$ cat src/rtl/ir_pkg.sv
// ir_pkg: shared types and helpers for the IR transmit framer.
//   ir_tx_state_t : framer FSM states
//   len_width     : bits needed to hold a count of 0..max_len
//   cnt_width     : bits needed for a duration counter running 0..max_dur-1
//   max2          : larger of two unsigned values
//   even_parity   : XOR reduction of a (zero-extended) payload
package ir_pkg;

    typedef enum logic [2:0] {
        StIdle,
        StSync,
        StSpace,
        StMark,
        StTail,
        StGap
    } ir_tx_state_t;

    // Widest payload the parity helper accepts; callers zero-extend into it.
    localparam int unsigned PARITY_MAX_W = 64;

    function automatic int unsigned len_width(input int unsigned max_len);
        return (max_len < 1) ? 1 : int'($clog2(max_len + 1));
    endfunction

    function automatic int unsigned cnt_width(input int unsigned max_dur);
        return (max_dur <= 2) ? 1 : int'($clog2(max_dur));
    endfunction

    function automatic int unsigned max2(input int unsigned a, input int unsigned b);
        return (a > b) ? a : b;
    endfunction

    function automatic logic even_parity(input logic [PARITY_MAX_W-1:0] bits);
        return ^bits;
    endfunction

endpackage

$ cat src/rtl/ir_tx_framer_if.sv
// ir_tx_framer_if: message handshake between the message builder and the framer.
//   data_valid_in : message offered (builder -> framer)
//   ready_out     : framer idle and able to accept (framer -> builder)
//   data_in       : payload, bits [len-1:0] used
//   len_in        : payload length, 0 means MAX_LEN
//   lsb_first_in  : 0 = MSB first, 1 = LSB first
//   repeat_in     : extra repeats (total frames = repeat_in + 1)
// Modports: master (message builder), slave (framer).
interface ir_tx_framer_if #(
    parameter int unsigned MAX_LEN = 32,
    parameter int unsigned REP_W   = 4
);
    import ir_pkg::*;

    localparam int unsigned LEN_W = len_width(MAX_LEN);

    logic               data_valid_in;
    logic               ready_out;
    logic [MAX_LEN-1:0] data_in;
    logic [LEN_W-1:0]   len_in;
    logic               lsb_first_in;
    logic [REP_W-1:0]   repeat_in;

    modport master (
        output data_valid_in,
        output data_in,
        output len_in,
        output lsb_first_in,
        output repeat_in,
        input  ready_out
    );

    modport slave (
        input  data_valid_in,
        input  data_in,
        input  len_in,
        input  lsb_first_in,
        input  repeat_in,
        output ready_out
    );

endinterface

$ cat src/rtl/ir_carrier_gen.sv
// ir_carrier_gen: free-running carrier counter, high for counts 0..CARRIER_HIGH-1
// of every CARRIER_PERIOD-cycle period.
//   clk_in      : system clock
//   rst_in      : synchronous reset, active-high
//   restart_in  : forces the count to 0 on the next edge (phase alignment)
//   carrier_out : carrier level for the current count
module ir_carrier_gen
    import ir_pkg::*;
#(
    parameter int unsigned CARRIER_PERIOD = 2_560,
    parameter int unsigned CARRIER_HIGH   = 1_280
) (
    input  logic clk_in,
    input  logic rst_in,
    input  logic restart_in,
    output logic carrier_out
);

    localparam int unsigned CW = cnt_width(CARRIER_PERIOD);
    localparam logic [CW-1:0] LAST = CW'(CARRIER_PERIOD - 1);
    localparam logic [CW-1:0] HIGH = CW'(CARRIER_HIGH);

    logic [CW-1:0] cnt_q, cnt_d;

    always_comb begin
        if (restart_in || (cnt_q == LAST)) begin
            cnt_d = '0;
        end else begin
            cnt_d = cnt_q + 1'b1;
        end
    end

    always_ff @(posedge clk_in) begin
        if (rst_in) begin
            cnt_q <= '0;
        end else begin
            cnt_q <= cnt_d;
        end
    end

    assign carrier_out = (cnt_q < HIGH);

endmodule

$ cat src/rtl/ir_tx_framer.sv
// ir_tx_framer: serialises a variable-length message as pulse-width-coded marks on a
// carrier. Frame = SYNC mark, then per bit a BSD space plus a BBD0/BBD1 mark, then a
// BSD tail space; optional repeats separated by RGD gaps.
//   clk_in       : system clock
//   rst_in       : synchronous reset, active-high (overrides abort)
//   msg          : message handshake (ir_tx_framer_if.slave)
//   abort_in     : cancel transmission, back to idle without done
//   busy_out     : transmission in progress
//   done_out     : one-cycle pulse when the final frame completes
//   envelope_out : registered unmodulated mark envelope
//   signal_out   : registered carrier-modulated LED drive
// Build option: define IR_TX_PARITY_EN to append an even-parity bit to every frame.
// The interface instance must use the same MAX_LEN and REP_W as this module.
module ir_tx_framer
    import ir_pkg::*;
#(
    parameter int unsigned MAX_LEN        = 32,
    parameter int unsigned SBD            = 240_000,
    parameter int unsigned BSD            = 60_000,
    parameter int unsigned BBD0           = 60_000,
    parameter int unsigned BBD1           = 120_000,
    parameter int unsigned RGD            = 1_000_000,
    parameter int unsigned CARRIER_PERIOD = 2_560,
    parameter int unsigned CARRIER_HIGH   = 1_280,
    parameter int unsigned REP_W          = 4
) (
    input  logic          clk_in,
    input  logic          rst_in,
    ir_tx_framer_if.slave msg,
    input  logic          abort_in,
    output logic          busy_out,
    output logic          done_out,
    output logic          envelope_out,
    output logic          signal_out
);

`ifdef IR_TX_PARITY_EN
    localparam int unsigned PAR_BITS = 1;
`else
    localparam int unsigned PAR_BITS = 0;
`endif

    localparam int unsigned LEN_W   = len_width(MAX_LEN);
    localparam int unsigned NB_W    = len_width(MAX_LEN + 1);
    localparam int unsigned FW      = MAX_LEN + 1;
    localparam int unsigned MAX_DUR = max2(max2(SBD, BSD), max2(max2(BBD0, BBD1), RGD));
    localparam int unsigned CNT_W   = cnt_width(MAX_DUR);

    localparam logic [CNT_W-1:0] SBD_LAST  = CNT_W'(SBD - 1);
    localparam logic [CNT_W-1:0] BSD_LAST  = CNT_W'(BSD - 1);
    localparam logic [CNT_W-1:0] BBD0_LAST = CNT_W'(BBD0 - 1);
    localparam logic [CNT_W-1:0] BBD1_LAST = CNT_W'(BBD1 - 1);
    localparam logic [CNT_W-1:0] RGD_LAST  = CNT_W'(RGD - 1);

    ir_tx_state_t     state_q, state_d;
    logic [CNT_W-1:0] cnt_q, cnt_d;
    logic [FW-1:0]    frame_q, frame_d;
    logic [FW-1:0]    sr_q, sr_d;
    logic [NB_W-1:0]  nbits_q, nbits_d;
    logic [NB_W-1:0]  bits_left_q, bits_left_d;
    logic             cur_bit_q, cur_bit_d;
    logic [REP_W-1:0] rep_left_q, rep_left_d;
    logic             env_q, sig_q, done_q, done_d;
    logic             next_bit, mark, carrier, restart;

    // Incoming message rearranged into transmit order: bit 0 goes out first.
    logic [LEN_W-1:0]   len_eff;
    logic [MAX_LEN-1:0] mask, payload, rev, msb_word;
    logic [FW-1:0]      word;
    logic [NB_W-1:0]    total_bits;

    always_comb begin
        len_eff  = (msg.len_in == '0) ? LEN_W'(MAX_LEN) : msg.len_in;
        mask     = ~({MAX_LEN{1'b1}} << len_eff);
        payload  = msg.data_in & mask;
        rev      = {<<{msg.data_in}};
        // After reversal data[len-1] sits at MAX_LEN-len; shift it down to bit 0.
        msb_word = (rev >> (LEN_W'(MAX_LEN) - len_eff)) & mask;
        word     = {1'b0, msg.lsb_first_in ? payload : msb_word};
        if (PAR_BITS != 0) begin
            word = word | (FW'(even_parity(PARITY_MAX_W'(payload))) << len_eff);
        end
        total_bits = NB_W'(len_eff) + NB_W'(PAR_BITS);
    end

    always_comb begin
        state_d     = state_q;
        cnt_d       = cnt_q + 1'b1;
        frame_d     = frame_q;
        sr_d        = sr_q;
        nbits_d     = nbits_q;
        bits_left_d = bits_left_q;
        cur_bit_d   = cur_bit_q;
        rep_left_d  = rep_left_q;
        done_d      = 1'b0;
        next_bit    = 1'b0;

        unique case (state_q)
            StIdle: begin
                cnt_d = '0;
                if (msg.data_valid_in) begin
                    frame_d     = word;
                    sr_d        = word;
                    nbits_d     = total_bits;
                    bits_left_d = total_bits;
                    rep_left_d  = msg.repeat_in;
                    state_d     = StSync;
                end
            end
            StSync: begin
                if (cnt_q == SBD_LAST) begin
                    state_d  = StSpace;
                    next_bit = 1'b1;
                end
            end
            StSpace: begin
                if (cnt_q == BSD_LAST) begin
                    state_d = StMark;
                end
            end
            StMark: begin
                if (cnt_q == (cur_bit_q ? BBD1_LAST : BBD0_LAST)) begin
                    if (bits_left_q == '0) begin
                        state_d = StTail;
                    end else begin
                        state_d  = StSpace;
                        next_bit = 1'b1;
                    end
                end
            end
            StTail: begin
                if (cnt_q == BSD_LAST) begin
                    if (rep_left_q != '0) begin
                        state_d = StGap;
                    end else begin
                        state_d = StIdle;
                        done_d  = 1'b1;
                    end
                end
            end
            StGap: begin
                if (cnt_q == RGD_LAST) begin
                    state_d     = StSync;
                    rep_left_d  = rep_left_q - 1'b1;
                    sr_d        = frame_q;
                    bits_left_d = nbits_q;
                end
            end
            default: state_d = StIdle;
        endcase

        // The bit for the upcoming SPACE+MARK pair is picked on SPACE entry.
        if (next_bit) begin
            cur_bit_d   = sr_q[0];
            sr_d        = sr_q >> 1;
            bits_left_d = bits_left_q - 1'b1;
        end

        if (state_d != state_q) begin
            cnt_d = '0;
        end

        if (abort_in && (state_q != StIdle)) begin
            state_d = StIdle;
            cnt_d   = '0;
            done_d  = 1'b0;
        end
    end

    assign mark    = (state_q == StSync) || (state_q == StMark);
    assign restart = (state_d == StSync) && (state_q != StSync);

    ir_carrier_gen #(
        .CARRIER_PERIOD (CARRIER_PERIOD),
        .CARRIER_HIGH   (CARRIER_HIGH)
    ) u_carrier (
        .clk_in      (clk_in),
        .rst_in      (rst_in),
        .restart_in  (restart),
        .carrier_out (carrier)
    );

    always_ff @(posedge clk_in) begin
        if (rst_in) begin
            state_q     <= StIdle;
            cnt_q       <= '0;
            frame_q     <= '0;
            sr_q        <= '0;
            nbits_q     <= '0;
            bits_left_q <= '0;
            cur_bit_q   <= 1'b0;
            rep_left_q  <= '0;
            env_q       <= 1'b0;
            sig_q       <= 1'b0;
            done_q      <= 1'b0;
        end else begin
            state_q     <= state_d;
            cnt_q       <= cnt_d;
            frame_q     <= frame_d;
            sr_q        <= sr_d;
            nbits_q     <= nbits_d;
            bits_left_q <= bits_left_d;
            cur_bit_q   <= cur_bit_d;
            rep_left_q  <= rep_left_d;
            // Abort blanks the outputs on the same edge the FSM returns to idle.
            env_q       <= mark && !abort_in;
            sig_q       <= mark && carrier && !abort_in;
            done_q      <= done_d;
        end
    end

    assign msg.ready_out = (state_q == StIdle);
    assign busy_out      = (state_q != StIdle);
    assign done_out      = done_q;
    assign envelope_out  = env_q;
    assign signal_out    = sig_q;

endmodule

$ cat src/flat_wrapper.sv
// flat-port wrapper written by rule: the top's interface ports become plain ports
module ir_tx_framer_flat import ir_pkg::*;
#(
    parameter int unsigned MAX_LEN        = 32,
    parameter int unsigned SBD            = 240_000,
    parameter int unsigned BSD            = 60_000,
    parameter int unsigned BBD0           = 60_000,
    parameter int unsigned BBD1           = 120_000,
    parameter int unsigned RGD            = 1_000_000,
    parameter int unsigned CARRIER_PERIOD = 2_560,
    parameter int unsigned CARRIER_HIGH   = 1_280,
    parameter int unsigned REP_W          = 4
)
  (clk_in, rst_in, abort_in, busy_out, done_out, envelope_out, signal_out, msg_data_valid_in, msg_data_in, msg_len_in, msg_lsb_first_in, msg_repeat_in, msg_ready_out);
  ir_tx_framer_if #(.MAX_LEN(MAX_LEN), .REP_W(REP_W)) msg_i ();
  input  logic clk_in;
  input  logic rst_in;
  input  logic abort_in;
  output logic busy_out;
  output logic done_out;
  output logic envelope_out;
  output logic signal_out;
  input wire logic [$bits(msg_i.data_valid_in)-1:0] msg_data_valid_in;
  input wire logic [$bits(msg_i.data_in)-1:0] msg_data_in;
  input wire logic [$bits(msg_i.len_in)-1:0] msg_len_in;
  input wire logic [$bits(msg_i.lsb_first_in)-1:0] msg_lsb_first_in;
  input wire logic [$bits(msg_i.repeat_in)-1:0] msg_repeat_in;
  output wire logic [$bits(msg_i.ready_out)-1:0] msg_ready_out;
  assign msg_i.data_valid_in = msg_data_valid_in;
  assign msg_i.data_in = msg_data_in;
  assign msg_i.len_in = msg_len_in;
  assign msg_i.lsb_first_in = msg_lsb_first_in;
  assign msg_i.repeat_in = msg_repeat_in;
  assign msg_ready_out = msg_i.ready_out;
  ir_tx_framer #(.MAX_LEN(MAX_LEN), .SBD(SBD), .BSD(BSD), .BBD0(BBD0), .BBD1(BBD1), .RGD(RGD), .CARRIER_PERIOD(CARRIER_PERIOD), .CARRIER_HIGH(CARRIER_HIGH), .REP_W(REP_W)) u_core (.clk_in(clk_in), .rst_in(rst_in), .msg(msg_i), .abort_in(abort_in), .busy_out(busy_out), .done_out(done_out), .envelope_out(envelope_out), .signal_out(signal_out));
endmodule
$ cat config.mk
export PLATFORM = sky130hd
export DESIGN_NAME = ir_tx_framer_flat
export DESIGN_NICKNAME = d
export VERILOG_FILES = /design/src/rtl/ir_pkg.sv /design/src/rtl/ir_tx_framer_if.sv /design/src/rtl/ir_carrier_gen.sv /design/src/rtl/ir_tx_framer.sv /design/src/flat_wrapper.sv
export SDC_FILE = /design/constraint.sdc
export NUM_CORES = 1
export LEC_CHECK = 0
export BUFFER_PORTS_ARGS = -buffer_cell sky130_fd_sc_hd__buf_2
export CAP_MARGIN = 5
export CELL_PAD_IN_SITES_DETAIL_PLACEMENT = 0
export CELL_PAD_IN_SITES_GLOBAL_PLACEMENT = 2
export CORE_UTILIZATION = 37
export CTS_CLUSTER_DIAMETER = 50
export DETAILED_ROUTE_END_ITERATION = 10
export PLACE_DENSITY_LB_ADDON = 0.1
export SETUP_SLACK_MARGIN = 0.3
export SLEW_MARGIN = 20
export SYNTH_ARGS = -nofsm -noshare
export SYNTH_HDL_FRONTEND = slang
export SYNTH_HIERARCHICAL = 1
export SYNTH_SLANG_ARGS = --single-unit
$ cat constraint.sdc
create_clock -name clk_in -period 4.28 [get_ports clk_in]
set_input_delay 0.856 -clock clk_in [delete_from_list [all_inputs] [get_ports clk_in]]
set_output_delay 0.856 -clock clk_in [all_outputs]
set_load 0.005 [all_outputs]
# --- Word level (Yosys, flattened, before mapping) ---
# Index checks and enable logic that the tools add are counted.
op_classes:
  add_sub_neg: 5
  reduce_logical: 22
  n_eq_ne: 17
  n_lt_le_gt_ge: 1
  shifts: 2
  mux: 29
  bitwise: 5
ops:
  columns: ["op", "n"]
  rows:
  - ["$mux 33", 2]
  - ["$pmux 33 s2", 1]
  - ["$and 32x32->32", 2]
  - ["$mux 32", 2]
  - ["$not 32->32", 1]
  - ["$shl 32x6->32 const A", 1]
  - ["$shr 32x6->32", 1]
  - ["$mux 3", 9]
  - ["$mux 6", 4]
  - ["$add 20x1->20 const B", 1]
  - ["$eq 20x16->1 const B", 1]
  - ["$eq 20x18->1 const B", 1]
  - ["$eq 20x20->1", 1]
  - ["$eq 20x20->1 const B", 1]
  - ["$pmux 3 s6", 1]
  - ["$mux 17", 1]
  - ["$add 12x1->12 const B", 1]
  - ["$eq 12x12->1 const B", 1]
  - ["$logic_not 6->1", 2]
  - ["$lt 12x11->1 const B", 1]
  - ["$pmux 6 s2", 1]
  - ["$mux 4", 2]
  - ["$pmux 4 s2", 1]
  - ["$reduce_or 4->1", 2]
  - ["24 further kinds", 40]
totals:
  wordCells: 94
  ff_bits: 120

# --- Depth between registers and ports, before layout ---
# Gate-level depths: netlist (run 1).
logic_depth:
  depth_word: 9
  mapped_depth: 14
  ltp_nobuf: 11

# --- By module ---
# Netlist (run 1), hierarchy kept.
by_module_without_submodules:
  columns: ["mod", "cells_per_inst", "area_each_um2", "n_inst"]
  rows:
  - ["ir_tx_framer", 1039, 8032.7, 1]
  - ["ir_carrier_gen", 61, 523.0, 1]

# --- Worst setup path after synthesis (run 1) ---
# OpenSTA, ideal clock, no wires.
synth_timing:
  kind: "in2reg"
  startpoint: "input msg_len_in[0]"
  endpoint: "register u_core.sr_q[2]"
  path_stages: 13
  setup_slack_ps: 598
  arrival_ps: 3549
  setup_ps: 133
  n_path_buf: 3
  cell_sequence: "buf_2 -> inv_2 -> ha_1 -> or3b_1 -> buf_6 -> a21oi_2 -> buf_2 -> mux4_2 -> mux2_2 -> a22oi_1 -> o21ai_1 -> o221ai_1 -> a31oi_1"
synth_via:
  elab_chain_cells: 9
  elab_cells_between_ends: 12
synth_rtl:
  columns: ["element", "line", "source"]
  rows:
  - ["start, declared", "flat_wrapper.sv:25", "input wire logic [$bits(msg_i.len_in)-1:0] msg_len_in;"]
  - ["$logic_not 6->1", "ir_tx_framer.sv:73", "len_eff = (msg.len_in == '0) ? LEN_W'(MAX_LEN) : msg.len_in;"]
  - ["$mux 6 (*)", "ir_tx_framer.sv:73", null]
  - ["$sub 6x6->6 / $shl 32x6->32 (equally long branches)", "ir_tx_framer.sv:78, ir_tx_framer.sv:74", null]
  - ["$shr 32x6->32 / $not 32->32 (equally long branches)", "ir_tx_framer.sv:78, ir_tx_framer.sv:74", null]
  - ["$and 32x32->32, on equally long branches", "ir_tx_framer.sv:78, ir_tx_framer.sv:75", null]
  - ["$mux 32 (*)", "ir_tx_framer.sv:79", "word = {1'b0, msg.lsb_first_in ? payload : msb_word};"]
  - ["$mux 33 (*)", "ir_tx_framer.sv:101", "if (msg.data_valid_in) begin"]
  - ["$pmux 33 s2 (*)", "ir_tx_framer.sv:98", "unique case (state_q)"]
  - ["$mux 32 (*)", "ir_tx_framer.sv:153", "if (next_bit) begin"]
  - ["end signal, assigned", "ir_tx_framer.sv:200", "sr_q <= sr_d;"]
  - ["end, declared", "ir_tx_framer.sv:58", "logic [FW-1:0] sr_q, sr_d;"]
# Every way passes the cells marked *; elsewhere a longest branch is shown, timed or not. The select of a mux whose other input is x is not followed.
# A chain may end at the register's enable or synchronous reset.

# --- Final worst setup path (run 1) ---
# Ends and elaborated chain as after synthesis.

==> impl_metrics.prom, run 1 <==
# TYPE chip_impl_metric gauge
chip_impl_info{name="crit-reg2reg-capture",value="u_core/sr_q[3]"} 1
chip_impl_info{name="cpMostUsedCell",value="sky130_fd_sc_hd__buf_4"} 1
chip_impl_metric{name="delay_of_the_slowest_critical_path_stage",unit="ns"} 0.58
chip_impl_metric{name="post_dp_cell_area",unit="µm²"} 9238
chip_impl_info{name="endpoint_kind",value="flip-flop"} 1
chip_impl_metric{name="finalNetCount",unit=""} 1191
chip_impl_metric{name="syn_inst",unit=""} 1100
chip_impl_metric{name="cts.reportedPaths.clkPinSlew",unit="ns"} 0.06
chip_impl_metric{name="finish.instance_area",unit="µm²"} 9839
chip_impl_metric{name="multiInputGateArea",unit="µm²"} 5788
chip_impl_metric{name="power.net_switching",unit="µW"} 1104
chip_impl_metric{name="timing_max_transition_violations_final",unit=""} 0
chip_impl_metric{name="synth_edf_count",unit=""} 0
chip_impl_metric{name="dp.cells",unit=""} 1402
chip_impl_metric{name="yosysWarningCount",unit=""} 6
chip_impl_metric{name="max-slew-margin-rel",unit="%"} 28.19
chip_impl_info{name="post_synth_main_area_contributors",value="sky130_fd_sc_hd__dfxtp_1 (28%), sky130_fd_sc_hd__mux4_2 (6.1%), sky130_fd_sc_hd__nand2_1 (5.8%), sky130_fd_sc_hd__a21oi_1 (5.6%), sky130_fd_sc_hd__nor2_1 (4.5%)"} 1
chip_impl_metric{name="postSynthAreaPerCell",unit="µm²"} 7.778
chip_impl_metric{name="via_count_of_the_first_global_routing_pass",unit=""} 8513
chip_impl_metric{name="clock_latency",unit="ns"} 0.41
chip_impl_metric{name="area.growth.synth_to_final",unit="%"} 15.00
chip_impl_info{name="synth_top_family_by_area",value="simple AND/OR/NAND/NOR gates"} 1
chip_impl_info{name="clk_root_buffer_cell",value="sky130_fd_sc_hd__clkbuf_16"} 1
chip_impl_metric{name="power.density_cell_area",unit="nW/µm²"} 349.5
chip_impl_metric{name="yosys.area_share.xor_xnor",unit="%"} 2.354
chip_impl_metric{name="ys_ff_latch",unit=""} 119
chip_impl_info{name="status",value="complete, no violations"} 1
chip_impl_metric{name="input_output_buffers",unit=""} 51
chip_impl_metric{name="finalPower",unit="µW"} 3438
chip_impl_metric{name="drc",unit=""} 0
chip_impl_metric{name="detailedPlacementHpwl",unit="µm"} 23860
chip_impl_metric{name="asyncSetResetFlopFracSynth",unit="%"} 0
chip_impl_metric{name="cts_max_path_buffers",unit=""} 2
chip_impl_metric{name="antennaDiodeCount",unit=""} 0
chip_impl_info{name="launch_point_of_the_worst_hold_path",value="u_core/frame_q[4]"} 1
chip_impl_metric{name="inserted_clock_buffers",unit=""} 17
chip_impl_metric{name="synth_cell_types",unit=""} 90
chip_impl_metric{name="worst_reg2reg_path_depth",unit=""} 10
chip_impl_metric{name="seq_power_share",unit="%"} 34.3
chip_impl_metric{name="die-area",unit="µm²"} 23740
chip_impl_metric{name="post_cts.repair.setup_buffers",unit=""} 0
chip_impl_metric{name="cp_max_fo",unit=""} 11
chip_impl_metric{name="layout-drive-gt1-share",unit="%"} 17.67
chip_impl_metric{name="std_cell_rows",unit=""} 55
chip_impl_metric{name="ant_nets",unit=""} 0
chip_impl_info{name="hold_end",value="u_core/frame_q[4]"} 1
chip_impl_metric{name="drt-wirelength-per-cell",unit="µm"} 23.15
chip_impl_metric{name="switching_share",unit="%"} 32.11
chip_impl_metric{name="synthesized_nets",unit=""} 1155
chip_impl_metric{name="finalClockSkew",unit="ns"} 0.01601
chip_impl_metric{name="part_of_the_power_in_combinational_logic",unit="%"} 23.6
chip_impl_metric{name="ctsHoldBuffers",unit=""} 0
chip_impl_metric{name="post_synth_simple_gate_area",unit="%"} 26.38
chip_impl_metric{name="worstPathArrival",unit="ns"} 3.90
chip_impl_metric{name="n_fill_cell",unit=""} 2359
chip_impl_metric{name="pre_cts_ws",unit="ns"} 0.2593
chip_impl_metric{name="cp_buf_inv_count",unit=""} 4
chip_impl_info{name="tritoncts_clock_tree",value="yes"} 1
chip_impl_metric{name="timing.setup.tns",unit="ns"} 0
chip_impl_info{name="synth_top_cell_by_area",value="sky130_fd_sc_hd__dfxtp_1"} 1
chip_impl_metric{name="yosysTopAreaCellShare",unit="%"} 27.84
chip_impl_metric{name="grt_max_degree",unit=""} 57
chip_impl_info{name="kind_of_start_point_of_the_critical_path",value="input port"} 1
chip_impl_metric{name="p_clk_share",unit="%"} 42.1
chip_impl_info{name="ys.flop_type",value="sky130_fd_sc_hd__dfxtp_1"} 1
chip_impl_metric{name="cp_data_required_time",unit="ns"} 4.55
chip_impl_metric{name="internal-power",unit="µW"} 2335
chip_impl_metric{name="core_region_area",unit="µm²"} 22640
chip_impl_info{name="timing_worst_setup_path_type",value="in -> reg"} 1
chip_impl_metric{name="synth.area.mux_share",unit="%"} 11.74
chip_impl_metric{name="instances_no_fill",unit=""} 1434
chip_impl_metric{name="final.min_clock_period",unit="ns"} 3.625
chip_impl_metric{name="leakagePower",unit="µW"} 0.003510
chip_impl_info{name="critical_path.slowest_cell",value="sky130_fd_sc_hd__mux4_2"} 1
chip_impl_info{name="synth.most_common_cell",value="sky130_fd_sc_hd__nand2_1"} 1
chip_impl_metric{name="io_pins",unit=""} 52
chip_impl_metric{name="vias_per_cell",unit=""} 6.266
chip_impl_metric{name="routed_wl",unit="µm"} 33200
chip_impl_metric{name="grt_pass1_wl",unit="µm"} 51160
chip_impl_metric{name="timing.final.setup_violations",unit=""} 0
chip_impl_metric{name="worstHoldPathCells",unit=""} 2
chip_impl_metric{name="post_route_worst_setup_slack",unit="ns"} 0.6546
chip_impl_metric{name="first_iter_violations",unit=""} 843
chip_impl_info{name="hold_path.class",value="reg -> reg"} 1
chip_impl_info{name="critical_path.cell_chain",value="buf_2 -> inv_2 -> ha_1 -> or3b_1 -> buf_4 -> a21oi_2 -> buf_4 -> mux4_2 -> mux2_2 -> a22oi_1 -> o21ai_1 -> o221ai_1 -> a31oi_1"} 1
chip_impl_metric{name="die_w",unit="µm"} 154.1
chip_impl_metric{name="chipHeight",unit="µm"} 154.1
chip_impl_metric{name="grt.overflow.total",unit=""} 0
chip_impl_metric{name="drv.max_cap_violation_count",unit=""} 0
chip_impl_metric{name="start_util",unit="%"} 37.79
chip_impl_metric{name="worst-slew-pin-transition",unit="ns"} 1.075
chip_impl_metric{name="ctsResizeCount",unit=""} 0
chip_impl_info{name="critical-path-top-delay-family",value="multiplexers"} 1
chip_impl_metric{name="synth-compound-area-share",unit="%"} 25.37
chip_impl_info{name="yosys-top-cells-count",value="sky130_fd_sc_hd__nand2_1 (132), sky130_fd_sc_hd__dfxtp_1 (119), sky130_fd_sc_hd__nor2_1 (102)"} 1
chip_impl_metric{name="sequential_share_of_the_synthesized_area",unit="%"} 27.84
chip_impl_metric{name="gp_congestion",unit=""} 0.9749
chip_impl_metric{name="gr-usage-all-layers",unit="%"} 28.23
chip_impl_metric{name="number_of_antenna_violations_at_the_first_check_in_global_routing",unit=""} 0
chip_impl_metric{name="timing.reg2reg.setup_slack",unit="ns"} 1.30
chip_impl_metric{name="dr_total_vias",unit=""} 8986
chip_impl_info{name="grt_setup_unrepaired",value="no"} 1
chip_impl_metric{name="irDropWorstVdd",unit="V"} 0.0002235
chip_impl_metric{name="timing_hold_violations_final",unit=""} 0
chip_impl_metric{name="register_area",unit="µm²"} 2382
chip_impl_metric{name="synth.cell_area",unit="µm²"} 8556
chip_impl_metric{name="htree_levels",unit=""} 4
chip_impl_metric{name="sinks_on_the_clock_net",unit=""} 119
chip_impl_metric{name="cp_num_cells",unit=""} 13
chip_impl_info{name="worstReg2RegStart",value="u_core/bits_left_q[0]"} 1
chip_impl_metric{name="fmaxAchievable",unit="MHz"} 275.8
chip_impl_metric{name="number_of_search_and_repair_iterations_in_the_first_detailed_routing_pass",unit=""} 7
chip_impl_metric{name="synth_adder_area_share",unit="%"} 1.170
chip_impl_metric{name="timing.final.crit_share",unit="%"} 84.70
==> worst max-delay path by stage <==
stage,slack (ns),endpoint,start
floorplan,0.60,u_core/sr_q[2],msg_len_in[0]
global placement,0.27,u_core/sr_q[1],msg_len_in[0]
detailed placement,0.26,u_core/frame_q[20],msg_len_in[0]
CTS,0.70,u_core/frame_q[20],msg_len_in[0]
global route,0.47,u_core/sr_q[2],msg_len_in[0]
finish,0.65,u_core/sr_q[2],msg_len_in[0]
==> cells in the final DEF, fill, tap and decap left out, types with 13 or more instances in the layout <==
| cell | netlist | final |
|---|---|---|
| sky130_fd_sc_hd__nor2_1 | 102 | 101 |
| sky130_fd_sc_hd__inv_1 | 14 | 14 |
| sky130_fd_sc_hd__buf_2 | 18 | 51 |
| sky130_fd_sc_hd__mux4_2 | 23 | 23 |
| sky130_fd_sc_hd__and2_1 | 14 | 14 |
| sky130_fd_sc_hd__nor3_1 | 40 | 39 |
| sky130_fd_sc_hd__o21ai_0 | 29 | 29 |
| sky130_fd_sc_hd__or3_1 | 19 | 19 |
| sky130_fd_sc_hd__nor2b_1 | 13 | 13 |
| sky130_fd_sc_hd__nor4_1 | 13 | 13 |
| sky130_fd_sc_hd__buf_4 | 1 | 50 |
| sky130_fd_sc_hd__a211oi_1 | 21 | 21 |
| sky130_fd_sc_hd__dfxtp_1 | 119 | 119 |
| sky130_fd_sc_hd__mux2_2 | 20 | 20 |
| sky130_fd_sc_hd__xnor2_1 | 13 | 13 |
| sky130_fd_sc_hd__mux2i_1 | 25 | 25 |
| sky130_fd_sc_hd__nand4_1 | 15 | 15 |
| sky130_fd_sc_hd__nand2_1 | 132 | 131 |
| sky130_fd_sc_hd__a21oi_1 | 95 | 95 |
| sky130_fd_sc_hd__a221oi_1 | 13 | 13 |
| sky130_fd_sc_hd__nand3_1 | 43 | 43 |
| sky130_fd_sc_hd__nand2b_1 | 13 | 13 |
| sky130_fd_sc_hd__clkbuf_16 | 0 | 17 |
| sky130_fd_sc_hd__a22oi_1 | 28 | 28 |
| sky130_fd_sc_hd__o21ai_1 | 20 | 19 |
==> layer usage <==
layer | vias to the layer above | global-route usage, % | wire (µm)
met1 | 4393 | 37.44 | 14600
met3 | 45 | 6.201 | 2435
met5 | - | 0 | 0
li1 | 4199 | - | -
met2 | 349 | 45.26 | 15300
met4 | 0 | 9.238 | 862
==> logic make-up (layout without fill, tap and decap cells) <==
family | count (synthesis) | in the layout
AO/OA/AOI/OAI | 320 | 320
buffers and inverters | 104 | 153
adder cells (fa/ha/maj) | 8 | 8
XOR/XNOR | 23 | 23
multiplexers | 69 | 69
flip-flops | 119 | 119
AND/OR/NAND/NOR | 457 | 457
==> power by group through the flow <==
stage                     combinational, µW  sequential, µW  clock, µW
after global routing                    866            1180       1540
final                                   812            1180       1450
after global placement                  799            1200          0
after detailed placement                789            1200          0
after floorplan                         507            1190          0
after CTS                               793            1180       1490
==> state kept, by name, indices dropped and copies added (netlist names) <==
register,count
u_core/nbits_q,6
u_core/state_q,3
u_core/frame_q,32
u_core/signal_out,1
u_core/cnt_q,20
u_core/rep_left_q,4
u_core/sr_q,32
u_core/bits_left_q,6
u_core/done_out,1
u_core/cur_bit_q,1
u_core/u_carrier/cnt_q,12
u_core/envelope_out,1
==> metrics by stage <==
step / hold slack (ns) / util [%]
after floorplan: 0.4132 / -
after global placement: 0.4319 / 40.80
after detailed placement: 0.4379 / 40.80
after CTS: 0.4474 / 43.41
after global routing: 0.4624 / 43.46
final: 0.4444 / 43.46
==> tightest hold or removal path: stages (launching register included) <==
cell	delay, ns
sky130_fd_sc_hd__dfxtp_1	0.31
sky130_fd_sc_hd__nand2_1	0.05
sky130_fd_sc_hd__nand2_1	0.04
==> area by class of cell <==
type | count | share of cell area (%)
Multi-Input combinational cell | 877 | 58.82
Tap cell | 285 | 3.624
Clock buffer | 19 | 4.502
Inverter | 19 | 0.7248
Timing Repair Buffer | 102 | 6.612
Clock inverter | 13 | 1.501
Sequential cell | 119 | 24.21
(Power assumes the default switching activity.)
==> run 2, diff against run 1 <==
--- a/config.mk
+++ b/config.mk
@@ -5,11 +5,12 @@
 export SDC_FILE = /design/constraint.sdc
 export NUM_CORES = 1
 export LEC_CHECK = 0
+export ABC_AREA = 1
 export BUFFER_PORTS_ARGS = -buffer_cell sky130_fd_sc_hd__buf_2
 export CAP_MARGIN = 5
 export CELL_PAD_IN_SITES_DETAIL_PLACEMENT = 0
 export CELL_PAD_IN_SITES_GLOBAL_PLACEMENT = 2
-export CORE_UTILIZATION = 37
+export CORE_UTILIZATION = 33
 export CTS_CLUSTER_DIAMETER = 50
 export DETAILED_ROUTE_END_ITERATION = 10
 export PLACE_DENSITY_LB_ADDON = 0.1
==> constraint.sdc (replaced) <==
create_clock -name clk_in -period 3.5 [get_ports clk_in]
set_input_delay 0.7 -clock clk_in [delete_from_list [all_inputs] [get_ports clk_in]]
set_output_delay 0.7 -clock clk_in [all_outputs]
set_load 0.005 [all_outputs]
==> impl_metrics.prom, run 2 <==
# TYPE chip_impl_metric gauge
chip_impl_info{name="status",value="complete, no violations"} 1
chip_impl_metric{name="number_of_search_and_repair_iterations_in_the_first_detailed_routing_pass",unit=""} 6
chip_impl_metric{name="sequential_share_of_the_synthesized_area",unit="%"} 28.37
chip_impl_metric{name="io_pins",unit=""} 52
chip_impl_info{name="worstReg2RegStart",value="u_core/cnt_q[0]"} 1
chip_impl_metric{name="drv.max_cap_violation_count",unit=""} 0
chip_impl_metric{name="yosysWarningCount",unit=""} 6
chip_impl_metric{name="finalNetCount",unit=""} 1470
chip_impl_metric{name="clock_latency",unit="ns"} 0.42
chip_impl_metric{name="yosysTopAreaCellShare",unit="%"} 28.37
chip_impl_metric{name="ant_nets",unit=""} 0
chip_impl_metric{name="cts_max_path_buffers",unit=""} 2
chip_impl_info{name="cpMostUsedCell",value="sky130_fd_sc_hd__nand2_1"} 1
chip_impl_metric{name="die-area",unit="µm²"} 26090
chip_impl_info{name="post_synth_main_area_contributors",value="sky130_fd_sc_hd__dfxtp_1 (28%), sky130_fd_sc_hd__nand2_1 (17%), sky130_fd_sc_hd__nand3_1 (16%), sky130_fd_sc_hd__nor2_1 (6.4%), sky130_fd_sc_hd__a21oi_1 (5.1%)"} 1
chip_impl_metric{name="sinks_on_the_clock_net",unit=""} 119
chip_impl_metric{name="area.growth.synth_to_final",unit="%"} 12.96
chip_impl_info{name="critical_path.startpoint",value="msg_len_in[1]"} 1
chip_impl_metric{name="cts.reportedPaths.clkPinSlew",unit="ns"} 0.06
chip_impl_info{name="kind_of_start_point_of_the_critical_path",value="input port"} 1
chip_impl_metric{name="ctsResizeCount",unit=""} 0
chip_impl_info{name="launch_point_of_the_worst_hold_path",value="u_core/cnt_q[0]"} 1
chip_impl_metric{name="cp_max_fo",unit=""} 26
chip_impl_metric{name="irDropWorstVdd",unit="V"} 0.0002563
chip_impl_info{name="timing_worst_setup_path_type",value="in -> reg"} 1
chip_impl_info{name="tritoncts_clock_tree",value="yes"} 1
chip_impl_metric{name="die_w",unit="µm"} 161.5
chip_impl_info{name="hold_path.class",value="reg -> reg"} 1
chip_impl_metric{name="std_cell_rows",unit=""} 58
chip_impl_metric{name="timing.setup.tns",unit="ns"} 0
chip_impl_metric{name="finalPower",unit="µW"} 4124
chip_impl_metric{name="number_of_antenna_violations_at_the_first_check_in_global_routing",unit=""} 0
chip_impl_metric{name="ctsHoldBuffers",unit=""} 0
chip_impl_metric{name="fmaxAchievable",unit="MHz"} 353.7
chip_impl_metric{name="gr-usage-all-layers",unit="%"} 23.71
chip_impl_metric{name="timing_max_transition_violations_final",unit=""} 0
chip_impl_info{name="clk_root_buffer_cell",value="sky130_fd_sc_hd__clkbuf_16"} 1
chip_impl_metric{name="input_output_buffers",unit=""} 51
chip_impl_metric{name="ys_ff_latch",unit=""} 119
chip_impl_info{name="endpoint_kind",value="flip-flop"} 1
chip_impl_metric{name="post_cts.repair.setup_buffers",unit=""} 0
chip_impl_metric{name="vias_per_cell",unit=""} 5.215
chip_impl_metric{name="layout-drive-gt1-share",unit="%"} 9.951
chip_impl_info{name="yosys-top-cells-count",value="sky130_fd_sc_hd__nand2_1 (381), sky130_fd_sc_hd__nand3_1 (264), sky130_fd_sc_hd__nor2_1 (144)"} 1
chip_impl_metric{name="pre_cts_ws",unit="ns"} 0.2728
chip_impl_metric{name="instances_no_fill",unit=""} 1757
chip_impl_metric{name="timing.final.setup_violations",unit=""} 0
chip_impl_metric{name="cp_buf_inv_count",unit=""} 4
chip_impl_metric{name="gp_congestion",unit=""} 0.9558
chip_impl_metric{name="drc",unit=""} 0
chip_impl_metric{name="timing_hold_violations_final",unit=""} 0
chip_impl_metric{name="grt_max_degree",unit=""} 74
chip_impl_metric{name="cp_data_required_time",unit="ns"} 3.85
chip_impl_metric{name="worst-slew-pin-transition",unit="ns"} 0.7865
chip_impl_metric{name="detailedPlacementHpwl",unit="µm"} 21970
chip_impl_metric{name="first_iter_violations",unit=""} 775
chip_impl_metric{name="dp.cells",unit=""} 1726
chip_impl_info{name="ys.flop_type",value="sky130_fd_sc_hd__dfxtp_1"} 1
chip_impl_metric{name="via_count_of_the_first_global_routing_pass",unit=""} 8550
chip_impl_metric{name="core_region_area",unit="µm²"} 25040
chip_impl_metric{name="post_route_worst_setup_slack",unit="ns"} 0.6730
chip_impl_metric{name="antennaDiodeCount",unit=""} 0
chip_impl_metric{name="start_util",unit="%"} 33.54
chip_impl_info{name="final_common_cell",value="sky130_fd_sc_hd__nand2_1"} 1
chip_impl_metric{name="synthesized_nets",unit=""} 1460
chip_impl_metric{name="grt.overflow.total",unit=""} 0
chip_impl_info{name="grt_setup_unrepaired",value="no"} 1
chip_impl_info{name="synth.most_common_cell",value="sky130_fd_sc_hd__nand2_1"} 1
chip_impl_metric{name="routed_wl",unit="µm"} 30460
chip_impl_metric{name="postSynthAreaPerCell",unit="µm²"} 5.976
chip_impl_info{name="reg.largest.list",value="u_core/frame_q (32), u_core/sr_q (32), u_core/cnt_q (20)"} 1
chip_impl_metric{name="timing.final.crit_share",unit="%"} 80.77
chip_impl_metric{name="final.min_clock_period",unit="ns"} 2.827
chip_impl_metric{name="syn_inst",unit=""} 1405
chip_impl_info{name="synth_top_cell_by_area",value="sky130_fd_sc_hd__dfxtp_1"} 1
chip_impl_metric{name="leakagePower",unit="µW"} 0.004309
chip_impl_metric{name="power.density_cell_area",unit="nW/µm²"} 434.8
chip_impl_metric{name="chipHeight",unit="µm"} 161.5
chip_impl_metric{name="drt-wirelength-per-cell",unit="µm"} 17.33
chip_impl_metric{name="dr_total_vias",unit=""} 9163
chip_impl_info{name="final_cell_mix",value="sky130_fd_sc_hd__nand2_1 (381), sky130_fd_sc_hd__nand3_1 (264), sky130_fd_sc_hd__nor2_1 (144)"} 1
chip_impl_info{name="critical_path.cell_chain",value="buf_2 -> inv_1 -> ha_1 -> nand3_4 -> buf_4 -> nand2_1 -> buf_4 -> a21oi_2 -> nand2_2 -> o21ai_1 -> nand2_1 -> nand2_1 -> nand2_1 -> nand2_1 -> nand2_1 -> a21oi_1"} 1
chip_impl_metric{name="htree_levels",unit=""} 4
chip_impl_metric{name="delay_of_the_slowest_critical_path_stage",unit="ns"} 0.32
chip_impl_metric{name="finalClockSkew",unit="ns"} 0.01014
chip_impl_metric{name="synth.cell_area",unit="µm²"} 8397
chip_impl_info{name="critical_path.slowest_cell",value="sky130_fd_sc_hd__a21oi_2"} 1
chip_impl_metric{name="worstPathArrival",unit="ns"} 3.17
chip_impl_metric{name="synth_edf_count",unit=""} 0
chip_impl_metric{name="max-slew-margin-rel",unit="%"} 47.49
chip_impl_metric{name="synth_cell_types",unit=""} 44
chip_impl_info{name="critical-path-top-delay-family",value="simple AND/OR/NAND/NOR gates"} 1
chip_impl_metric{name="grt_pass1_wl",unit="µm"} 48130
chip_impl_metric{name="inserted_clock_buffers",unit=""} 17
chip_impl_metric{name="asyncSetResetFlopFracSynth",unit="%"} 0
==> run 2: metal layers <==
layer  track usage (%)  up-vias  part of all wire (%)
li1                  -     4665                     -
met1             32.84     4221                    48
met2             37.60      239                    45
met3             3.390       38                   4.7
met4             7.719        0                   2.3
met5                 0        -                     0
==> run 2: power breakdown <==
part           internal (µW)  switching, µW  leakage, µW
registers               1430           39.6     0.000972
logic                    270            613      0.00305
clock network           1110            660     0.000286
==> run 2: final timing paths <==
kind / slack (ns) / endpoint / depth (start not counted)
min: 0.44 / u_core/cnt_q[0] / 1
max reg2reg: 0.84 / u_core/u_carrier/cnt_q[5] / 12
max: 0.67 / u_core/sr_q[15] / 16
min reg2reg: 0.44 / u_core/cnt_q[0] / 1
==> run 2: metrics by stage <==
| stage | hold slack, ns | cell area [µm²] | utilization [%] |
|---|---|---|---|
| 6_report | 0.4440 | 9485 | 37.89 |
| 5_1_grt | 0.4671 | 9485 | 37.89 |
| 4_1_cts | 0.4488 | 9485 | 37.89 |
| 3_5_place_dp | 0.4405 | 8900 | 35.55 |
| 3_3_place_gp | 0.4311 | 8900 | 35.55 |
| 2_1_floorplan | 0.4179 | 8397 | - |
==> run 2: layout make-up <==
type / instances / area, µm²
flip-flops and latches: 119 / 2382
multi-input cells: 1097 / 5206
well taps: 330 / 412.9
inverters: 100 / 375.4
fillers: 2870 / 15550
repair buffers: 80 / 523.0
clock inverters: 13 / 156.4
clock buffers: 18 / 429.2
==> run 2: kinds of logic (layout without fill, tap and decap cells) <==
kind of cell | Yosys count | after routing | share of synthesized area, %
adders and majority gates | 8 | 8 | 1.192
xor gates and xnor gates | 27 | 27 | 2.816
buffers and inverters | 189 | 211 | 9.626
AOI/OAI and AO/OA | 188 | 188 | 11.80
DFF | 119 | 119 | 28.37
and+or+nand+nor | 874 | 874 | 46.19
